File: src/rtl/ifetch_queue.sv
// Instruction prefetch queue: fetches sequential 16-bit words from imem and buffers {instr, pc} for decode.
// Optional `IFQ_BYPASS_EN: an acked word reaches decode in the same cycle when the queue is empty.
module ifetch_queue #(
  parameter int          DEPTH    = 4,
  parameter logic [15:0] RESET_PC = 16'h0000
) (
  input  logic        clk,
  input  logic        rst,
  output logic        imem_req,
  output logic [15:0] imem_addr,
  input  logic        imem_ack,
  input  logic [15:0] imem_rdata,
  input  logic        redirect,
  input  logic [15:0] redirect_pc,
  input  logic        halt,
  output logic        dec_valid,
  input  logic        dec_ready,
  output logic [15:0] dec_instr,
  output logic [15:0] dec_pc,
  output logic [15:0] dec_nxt_pc,
  output logic        err
);

  localparam int AW = $clog2(DEPTH);

  typedef enum logic [1:0] {IDLE, WAIT, DROP, HALTED} state_e;

  state_e      state_q, state_d;
  logic [15:0] fetch_pc_q, fetch_pc_d;
  logic [15:0] addr_q, addr_d;
  logic        req_q, req_d;
  logic        halt_q, err_q;
  logic [AW:0] cnt_q, cnt_d;
  logic [AW-1:0] wr_q, rd_q;
  logic [15:0] instr_mem [DEPTH];
  logic [15:0] pc_mem    [DEPTH];
  logic [15:0] last_instr_q, last_pc_q;

  logic halted, ack_ok, push_cand, push, pop, take, bypass, credit, nonempty;

  assign halted    = halt | halt_q;
  assign ack_ok    = imem_ack & req_q;
  assign push_cand = ack_ok & (state_q == WAIT) & ~redirect;
  assign nonempty  = (cnt_q != '0);

`ifdef IFQ_BYPASS_EN
  assign bypass = push_cand & ~nonempty;
`else
  assign bypass = 1'b0;
`endif

  // A bypassed word taken by decode this cycle never occupies a slot.
  assign push = push_cand & ~(bypass & dec_ready);
  assign pop  = nonempty & dec_ready & ~redirect;
  assign take = dec_valid & dec_ready & ~redirect;

  always_comb begin
    cnt_d = cnt_q;
    if (redirect) cnt_d = '0;
    else if (push & ~pop) cnt_d = cnt_q + 1'b1;
    else if (~push & pop) cnt_d = cnt_q - 1'b1;
  end

  // No request is outstanding whenever a new one is considered, so credit is just the next count.
  assign credit = cnt_d < (AW+1)'(DEPTH);

  always_comb begin
    state_d    = state_q;
    req_d      = req_q;
    addr_d     = addr_q;
    fetch_pc_d = fetch_pc_q;
    if (redirect) fetch_pc_d = {redirect_pc[15:1], 1'b0};
    case (state_q)
      IDLE: begin
        if (halted) state_d = HALTED;
        else if (credit) begin
          req_d   = 1'b1;
          addr_d  = fetch_pc_d;
          state_d = WAIT;
        end
      end
      WAIT: begin
        if (ack_ok) begin
          req_d   = 1'b0;
          state_d = halted ? HALTED : IDLE;
          if (!redirect) begin
            fetch_pc_d = fetch_pc_q + 16'd2;
            if (!halted && credit) begin
              req_d   = 1'b1;
              addr_d  = fetch_pc_d;
              state_d = WAIT;
            end
          end
        end else if (redirect) begin
          state_d = DROP;
        end
      end
      DROP: begin
        if (ack_ok) begin
          req_d   = 1'b0;
          state_d = halted ? HALTED : IDLE;
        end
      end
      default: state_d = HALTED;
    endcase
  end

  always_ff @(posedge clk or negedge rst) begin
    if (!rst) begin
      state_q      <= IDLE;
      fetch_pc_q   <= RESET_PC;
      addr_q       <= RESET_PC;
      req_q        <= 1'b0;
      halt_q       <= 1'b0;
      err_q        <= 1'b0;
      cnt_q        <= '0;
      wr_q         <= '0;
      rd_q         <= '0;
      last_instr_q <= 16'h0800;
      last_pc_q    <= 16'h0000;
    end else begin
      state_q    <= state_d;
      fetch_pc_q <= fetch_pc_d;
      addr_q     <= addr_d;
      req_q      <= req_d;
      halt_q     <= halt_q | halt;
      err_q      <= redirect & redirect_pc[0];
      cnt_q      <= cnt_d;
      if (redirect) begin
        wr_q <= '0;
        rd_q <= '0;
      end else begin
        if (push) wr_q <= wr_q + 1'b1;
        if (pop)  rd_q <= rd_q + 1'b1;
      end
      if (take) begin
        last_instr_q <= dec_instr;
        last_pc_q    <= dec_pc;
      end
    end
  end

  always_ff @(posedge clk) begin
    if (push) begin
      instr_mem[wr_q] <= imem_rdata;
      pc_mem[wr_q]    <= fetch_pc_q;
    end
  end

  // Head falls back to the last consumed entry so decode sees stable values while empty.
  always_comb begin
    dec_valid = nonempty;
    dec_instr = nonempty ? instr_mem[rd_q] : last_instr_q;
    dec_pc    = nonempty ? pc_mem[rd_q]    : last_pc_q;
`ifdef IFQ_BYPASS_EN
    if (bypass) begin
      dec_valid = 1'b1;
      dec_instr = imem_rdata;
      dec_pc    = fetch_pc_q;
    end
`endif
  end

  assign dec_nxt_pc = dec_pc + 16'd2;
  assign imem_req   = req_q;
  assign imem_addr  = addr_q;
  assign err        = err_q;

endmodule

File: config.mk
export PLATFORM = sky130hd
export DESIGN_NAME = ifetch_queue
export DESIGN_NICKNAME = d
export VERILOG_FILES = /design/src/rtl/ifetch_queue.sv
export SDC_FILE = /design/constraint.sdc
export NUM_CORES = 1
export LEC_CHECK = 0
export BUFFER_PORTS_ARGS = -buffer_cell sky130_fd_sc_hd__buf_2
export CAP_MARGIN = 20
export CORE_MARGIN = 2
export CORE_UTILIZATION = 40
export CTS_BUF_LIST = sky130_fd_sc_hd__clkbuf_4
export DETAILED_ROUTE_END_ITERATION = 10
export PLACE_DENSITY = 0.6
export SETUP_SLACK_MARGIN = 0.15
export SYNTH_ARGS = -nofsm -noshare
export SYNTH_HDL_FRONTEND = slang
export SYNTH_SLANG_ARGS = --single-unit
export TNS_END_PERCENT = 30
File: constraint.sdc
create_clock -name clk -period 3.36 [get_ports clk]
set_clock_uncertainty 0.15 [all_clocks]
set_input_delay 0.672 -clock clk [delete_from_list [all_inputs] [get_ports clk]]
set_output_delay 0.672 -clock clk [all_outputs]
set_load 0.02 [all_outputs]
Yosys cells after proc, flatten, opt, wreduce, memory -nomap -nowiden
Memory sizes are Yosys's and may differ from the RTL's.
Index checks and enable logic that the tools add are counted.
Cells by class
  $add $sub $neg: 6
  order comparisons: 1
  equal/unequal tests: 10
  muxes and demuxes: 37
  bitwise logic cells: 12
  reduce and logical (&&, ||, !) cells: 11
Operator list (count)
  2-to-1 mux 16 bit: 11
  adder 16 x 2 -> 16 bit, second input constant: 2
  case mux 16 bit (2 select lines): 1
  2-to-1 mux 2 bit: 12
  inequality test 2 bit, second input constant: 5
  2-to-1 mux 3 bit: 3
  bitwise AND 1 bit: 8
  2-to-1 mux 1 bit: 8
  inequality test 3 bit, second input constant: 2
  case mux 2 bit (3 select lines): 1
  AND reduction 6 bit: 1
  nonzero test 2 bit: 3
  nonzero test 3 bit: 2
  AND reduction 5 bit: 1
  adder 2 x 1 -> 2 bit, second input constant: 2
  adder 3 x 1 -> 3 bit, second input constant: 1
  < comparator 3 bit, second input constant: 1
  inverter 1 bit: 3
  case mux 1 bit (3 select lines): 1
  AND reduction 3 bit: 1
  subtractor 3 x 1 -> 3 bit, second input constant: 1
  equality test 2 x 1 -> 1 bit, second input constant: 1
  equality test 2 bit, second input constant: 1
  zero test 2 bit: 1
  other kinds (4): 4
Word-level totals
  bits in registers: 76
  bits in writable memories: 128
  word-level logic and storage cells: 90
  memories kept: 2
Memory list
  instr_mem: depth 4, bits a word 16, read ports 1, clocked after Yosys merged registers in 0, wr ports 1, line 35  | logic [15:0] instr_mem [DEPTH];
  pc_mem: depth 4, bits a word 16, read ports 1, clocked after Yosys merged registers in 0, wr ports 1, line 36  | logic [15:0] pc_mem [DEPTH];

Depth between registers and ports, before layout
Gate-level depths: netlist of run 1.
  word-level depth: 14
  depth in mapped cells: 11

Worst setup path after synthesis of run 1
Ideal clock, no wire load.
  path type: reg-to-output
  from: register rd_q[0]
  to: output port dec_nxt_pc[7]
  data arrival time: 2.585 ns
  required time: 2.538 ns
  slack: -0.047 ns
  stages on the path, launching flop included: 9
  path buffers: 1
  cell sequence: dfrtp_1 -> buf_6 -> mux4_2 -> mux2i_1 -> inv_1 -> ha_1 -> nand3_1 -> nor2_1 -> xnor2_1
On the way
  longest elaborated chain between the ends: 3
Ends and longest elaborated chain
  start: declaration: line 34  | logic [AW-1:0] wr_q, rd_q;
  start signal: assignment: line 134  | if (pop) rd_q <= rd_q + 1'b1;
  memory (4 x 16 bit)
  2-to-1 mux 16 bit: line 154  | dec_pc = nonempty ? pc_mem[rd_q] : last_pc_q;
  via dec_pc[1]: line 19  | output logic [15:0] dec_pc,
  adder 16 x 2 -> 16 bit: line 164  | assign dec_nxt_pc = dec_pc + 16'd2;
  end: declaration: line 20  | output logic [15:0] dec_nxt_pc,
The timed path passes the listed nets, and every way through them passes these cells.

Worst setup path in the final report of run 1
  from: register rd_q[0]
  to: output port dec_nxt_pc[15]
On the way
  longest elaborated chain between the ends: 3
Ends and longest elaborated chain (line)
  memory (4 x 16 bit)
  2-to-1 mux 16 bit: 154
  adder 16 x 2 -> 16 bit: 164
No other way between the ends.

==> results of run 1 <==
[cells by family after synthesis]
family,Yosys count,share of synthesized area
AO/OA/AOI/OAI,67,0.04415
XOR/XNOR,32,0.03071
AND/OR/NAND/NOR,144,0.07842
adder cells (fa/ha/maj),11,0.01453
multiplexers,107,0.1667
flip-flops,204,0.6297
buffers and inverters,66,0.03578
[registers in the layout, summed over array words and instances, names as in the netlist]
| signal | flops |
|---|---|
| instr_mem | 64 |
| fetch_pc_q | 16 |
| cnt_q | 3 |
| imem_req | 1 |
| state_q | 2 |
| last_pc_q | 16 |
| last_instr_q | 16 |
| halt_q | 1 |
| err | 1 |
| wr_q | 2 |
| pc_mem | 64 |
| rd_q | 2 |
| imem_addr | 16 |
[layout make-up]
class,count,area share
flip-flops and latches,204,0.5055
multi-input cells,362,0.2951
repair buffers,156,0.09765
clock buffers,74,0.04882
well taps,285,0.03134
clock inverters,21,0.01177
inverters,29,0.009567
diodes,1,0.0002199
[Yosys cell counts (3+ instances only)]
| cell | count | share of area |
|---|---|---|
| edfxtp_1 | 128 | 0.42 |
| dfrtp_1 | 75 | 0.21 |
| mux2_2 | 57 | 0.070 |
| nand2_1 | 44 | 0.018 |
| nor2_1 | 43 | 0.018 |
| mux4_2 | 30 | 0.074 |
| inv_1 | 29 | 0.012 |
| o21ai_0 | 27 | 0.015 |
| xnor2_1 | 20 | 0.019 |
| mux2i_1 | 19 | 0.021 |
| a21oi_1 | 18 | 0.0099 |
| nand3_1 | 17 | 0.0093 |
| clkbuf_1 | 14 | 0.0058 |
| buf_2 | 13 | 0.0071 |
| xor2_1 | 12 | 0.012 |
| ha_1 | 9 | 0.012 |
| and3_1 | 8 | 0.0055 |
| o221ai_1 | 6 | 0.0058 |
| a31oi_1 | 5 | 0.0034 |
| nand4_1 | 5 | 0.0034 |
| nand2b_1 | 4 | 0.0027 |
| buf_1 | 3 | 0.0012 |
| buf_6 | 3 | 0.0037 |
| nor2b_1 | 3 | 0.0021 |
| nor3_1 | 3 | 0.0016 |
[routing by layer]
layer	track usage	vias up
met1	0.2137	2914
met3	0.03900	18
li1	-	2727
met4	0.05467	0
met5	0	-
met2	0.2933	146
[layout by cell type (no fill, tap or decap), drive strengths merged, types with 2 or more instances in the layout]
master,Yosys,layout
a21oi,18,18
a31oi,5,5
and3,9,9
buf,23,155
bufinv,0,2
clkbuf,14,74
clkinv,0,18
dfrtp,75,75
edfxtp,128,128
ha,9,9
inv,29,30
maj3,2,2
mux2,57,57
mux2i,20,20
mux4,30,30
nand2,44,44
nand2b,4,5
nand3,18,18
nand4,5,5
nand4b,3,3
nor2,44,44
nor2b,3,3
nor3,3,3
o21ai,27,27
o221ai,6,6
o22a,2,2
or3,2,2
xnor2,20,20
xor2,12,12
[power groups by stage]
stage                     sequential, mW  combinational (mW)  clock, mW
after floorplan                     3.10                2.47          0
after global placement              3.17                3.37          0
after detailed placement            3.18                3.41          0
after CTS                           3.13                4.32       2.21
after global routing                3.16                4.87       2.34
final                               3.12                4.56       2.13
[worst max path at each step]
stage | start | to | cells past startpoint
6_report | rd_q[0]$_DFFE_PN0P_ | dec_nxt_pc[15] | 8
5_1_grt | rd_q[0]$_DFFE_PN0P_ | dec_nxt_pc[10] | 9
4_1_cts | rd_q[0]$_DFFE_PN0P_ | dec_nxt_pc[15] | 8
3_5_place_dp | rd_q[0]$_DFFE_PN0P_ | dec_nxt_pc[15] | 7
3_3_place_gp | rd_q[0]$_DFFE_PN0P_ | dec_nxt_pc[15] | 7
2_1_floorplan | rd_q[0]$_DFFE_PN0P_ | dec_nxt_pc[6] | 8
[critical path: stages (launching register included)]
cell and delay [ns]:
dfrtp_4 0.50, buf_8 0.15, mux4_2 0.38, mux2i_4 0.09, nor4b_4 0.34, and3_4 0.25, nand4b_1 0.12, xnor2_1 0.17
buf_4 0.16
[repair_timing]
| action | CTS | global route |
|---|---|---|
| endpoints found under the setup margin | 44 | 47 |
| pin swaps | 8 | 7 |
| hold endpoints to repair | 44 | 0 |
| resized for setup | 76 | 29 |
| hold buffers | 1 | 0 |
| buffers inserted | 21 | 6 |
| cloned | 2 | 0 |
==> results.toml, run 1 <==
[floorplanning]
die-area_sq_um = 24040
fp.coreArea_sq_um = 22500
die_y_um = 155.1
initial_core_util = 0.4056
rows = 55
die_x_um = 155.1
io_pins = 105

[synthesis]
yosysUniqueCellTypes = 56
synthesis.instances = 631
syn_nets = 678
avgSynthCellArea_sq_um = 14.46
ys_async_sr_fraction = 0.3725
synthFlopType = "edfxtp_1"
synth_edf_count = 128
ys_ff_latch = 204
syn-cell-area_sq_um = 9126
yosysSeqAreaShare = 0.6297
synth.yosys.warnings = 0

[clock_network]
clk_pin_slew_ns = 0.06
cts.sinks = 204
clockBufferDepth = 3
htreeDepth = 2
cts_tree = "done"
cts_buffers = 53
cts-root-buf = "clkbuf_4"
insertion_delay_ns = 0.63

[critical_path]
rr_startpoint = "cnt_q[1]$_DFFE_PN0P_"
rrSetupSlack_ns = 0.39
worst-setup-path-type = "flop to output pin"
required_ns = 2.54
reg2reg_to = "imem_addr[4]$_DFFE_PN0P_"
worstSetupStartpointType = "flop"
rr_worst_depth = 11
arrival_ns = 2.80
crit_fanout = 5
end_kind = "output pin"

[power_and_ir_drop]
peakVddDrop_mv = 0.3256
p_clk_frac = 0.217
power_density_nw_per_um2 = 863.2
p_total_mw = 9.821
switchingPower_mw = 3.432
power.leakage_nw = 4.518
p_int_mw = 6.389
swShare = 0.3494
seqPwrFrac = 0.318
combPwrFrac = 0.465

[detailed_routing]
maxUsedRoutingLayer = "met4"
routed_via_density = 5.128
met2_length_um = 10500
wl_met1_um = 8521
drtAntennaViolNets = 0
drtIter0Drc = 308
dr.pass1.iters = 4
vias = 5805
wl_per_cell_um = 17.90
drc = 0
wirelength_um = 20260
wl_met3_um = 1010

[final_layout]
seqCellArea_sq_um = 5752
layout.nets = 853
design_area_sq_um = 11380
nFillCells = 1911
final_cell_count_no_fill = 1132
drive_gt1_frac = 0.4326
fin_util = 0.5056
syn2layout_area_growth_pct = 24.68
multi_input_area_sq_um = 3358

[place]
dp_slack_ns = 0.1719
place_congestion = 0.8105
port_buffers = 104
place_hpwl_um = 13000
placedInstanceArea_sq_um = 10020
placed_cells = 1006

[timing]
final_max_slew_viol_count = 0
finalSetupTns_ns = -2.289
rsz0062_at_grt = "true"
tightest_slew_ns = 0.9104
finalWorstSetupSlack_ns = -0.2623
fin_crit_sh = 1.078
fmax_ghz = 0.2761
whs_ns = 0.1002
max_slew_margin = 0.3930
setup_viol = 13
min_period_ns = 3.622
hold_viol_final = 0

[global_routing]
grt-ovfl-total = 0
grt_max_degree = 48
grt_pass1_wl_um = 31800
antenna_found_initial = 1
grt_pass1_vias = 6043
grt_util_all_layers = 0.1702

[worst_hold_path]
whs_path_depth = 1
worstHoldStart = "imem_rdata[5]"
hold_class = "input port to flop"
hold_end = "instr_mem[2][5]$_DFFE_PP_"

[outcome]
violations = "setup timing"
status = "complete, but fails checks"

[job]
maxCapViolations = 0
Power figures use the tool's default switching activity.
==> run 2: changes to the inputs <==
==> constraint.sdc (replaced) <==
create_clock -name clk -period 3.36 [get_ports clk]
set_clock_uncertainty 0.15 [all_clocks]
set_input_delay 0.168 -clock clk [delete_from_list [all_inputs] [get_ports clk]]
set_output_delay 0.168 -clock clk [all_outputs]
set_load 0.02 [all_outputs]
==> results.toml, run 2 (synthesis gave the netlist of run 1 again) <==
[critical_path]
reg2reg_to = "fetch_pc_q[8]$_DFF_PN0_"
worst-setup-path-type = "flop to output pin"
crit_fanout = 6
rr_startpoint = "state_q[0]$_DFFE_PN0P_"
end_kind = "output pin"
rr_worst_depth = 7
required_ns = 3.04
worstSetupStartpointType = "flop"
arrival_ns = 2.79
rrSetupSlack_ns = 0.53

[timing]
setup_viol = 0
tightest_slew_ns = 0.9338
whs_ns = 0.07872
hold_viol_final = 0
final_max_slew_viol_count = 0
finalSetupTns_ns = 0
rsz0062_at_grt = "true"
max_slew_margin = 0.3774
fin_crit_sh = 0.9252
fmax_ghz = 0.3217
min_period_ns = 3.109

[worst_hold_path]
hold_class = "input port to async pin"

[final_layout]
reg_top3 = "instr_mem (64), pc_mem (64)"
most-common-layout-cells = "128 x edfxtp_1, 98 x buf_2, 73 x dfrtp_1, 68 x clkbuf_4, 68 x dlygate4sd3_1"
layout_commonest_cell = "edfxtp_1"
drive_gt1_frac = 0.3735
layout.nets = 909
syn2layout_area_growth_pct = 27.73
nFillCells = 1905
design_area_sq_um = 11660

[detailed_routing]
drtAntennaViolNets = 0
drc = 0
drtIter0Drc = 468
routed_via_density = 5.132
wl_per_cell_um = 16.97
dr.pass1.iters = 5
vias = 6112
wirelength_um = 20210

[clock_network]
clk_pin_slew_ns = 0.06
cts.sinks = 204
htreeDepth = 2
insertion_delay_ns = 0.65
clockBufferDepth = 3
cts-root-buf = "clkbuf_4"
cts_buffers = 51
cts_tree = "done"

[global_routing]
grt_max_degree = 68
grt_pass1_wl_um = 32180
grt-ovfl-total = 0
grt_pass1_vias = 6336
antenna_found_initial = 1
grt_util_all_layers = 0.1703

[place]
place_hpwl_um = 12360
placedInstanceArea_sq_um = 9966
place_congestion = 0.8450
port_buffers = 104

[power_and_ir_drop]
peakVddDrop_mv = 0.3410
power_density_nw_per_um2 = 779.0
power.leakage_nw = 4.605

[floorplanning]
fp.coreArea_sq_um = 22500
die_x_um = 155.1
die_y_um = 155.1
io_pins = 105
die-area_sq_um = 24040
rows = 55
initial_core_util = 0.4056

[job]
maxCapViolations = 0

[outcome]
status = "finished, final reports clean"
run 2: worst max-delay path by stage:
stage	startpoint	endpoint	slack (ns)	depth (start not counted)
2_1_floorplan	rd_q[0]$_DFFE_PN0P_	dec_nxt_pc[7]	0.46	8
3_3_place_gp	cnt_q[1]$_DFFE_PN0P_	dec_nxt_pc[15]	0.66	11
3_5_place_dp	rd_q[0]$_DFFE_PN0P_	dec_nxt_pc[15]	0.58	8
4_1_cts	cnt_q[0]$_DFFE_PN0P_	dec_nxt_pc[15]	0.12	11
5_1_grt	cnt_q[0]$_DFFE_PN0P_	dec_nxt_pc[15]	0.07	11
6_report	cnt_q[0]$_DFFE_PN0P_	dec_nxt_pc[15]	0.25	11
run 2: final cells by class:
| class | instances | area (sq um) | area share |
|---|---|---|---|
| Multi-Input combinational cell | 361 | 3183 | 0.2730 |
| Antenna cell | 1 | 2.502 | 0.0002147 |
| Clock inverter | 28 | 136.4 | 0.01170 |
| Timing Repair Buffer | 215 | 1608 | 0.1379 |
| Sequential cell | 204 | 5752 | 0.4934 |
| Tap cell | 285 | 356.6 | 0.03059 |
| Inverter | 29 | 108.9 | 0.009338 |
| Clock buffer | 68 | 510.5 | 0.04379 |
run 2: power breakdown:
group / internal (mW) / switching, mW
sequential: 2.93 / 0.196
clock: 1.03 / 0.984
combinational: 1.86 / 2.08
total: 5.82 / 3.26
run 2: repair_timing:
action                                 4_1_cts  5_1_grt
pin swaps                                    5        6
setup endpoints to repair                   10       10
resized for setup                           31       11
endpoints found under the hold margin      173        0
buffers inserted                            14       11
hold buffers                                68        0
run 2: per-stage QoR:
stage | power (mW) | cells | setup slack, ns | utilization
3_5_place_dp | 6.483 | 1001 | 0.5826 | 0.4429
4_1_cts | 8.962 | 1179 | 0.1219 | 0.5121
3_3_place_gp | 6.405 | 1001 | 0.6580 | 0.4429
6_report | 9.081 | 1191 | 0.2514 | 0.5180
5_1_grt | 9.618 | 1191 | 0.06760 | 0.5180
2_1_floorplan | 5.534 | 631 | 0.4567 | -
run 2: routing by layer:
| metal | GRT usage | routed length [um] | vias to the layer above |
|---|---|---|---|
| met5 | 0 | 0 | - |
| met4 | 0.05732 | 321 | 0 |
| met3 | 0.03760 | 1169 | 32 |
| met2 | 0.2902 | 10100 | 207 |
| met1 | 0.2167 | 8620 | 3043 |
| li1 | - | - | 2830 |
run 2: critical path, stage by stage, from the launching register on:
cell      delay (ns)
dfrtp_1         0.41
inv_2           0.09
ha_4            0.13
nand2b_4        0.08
buf_12          0.15
mux2i_1         0.11
buf_4           0.15
nor4b_4         0.33
and3_4          0.26
nand4b_1        0.12
xnor2_1         0.15
buf_4           0.16
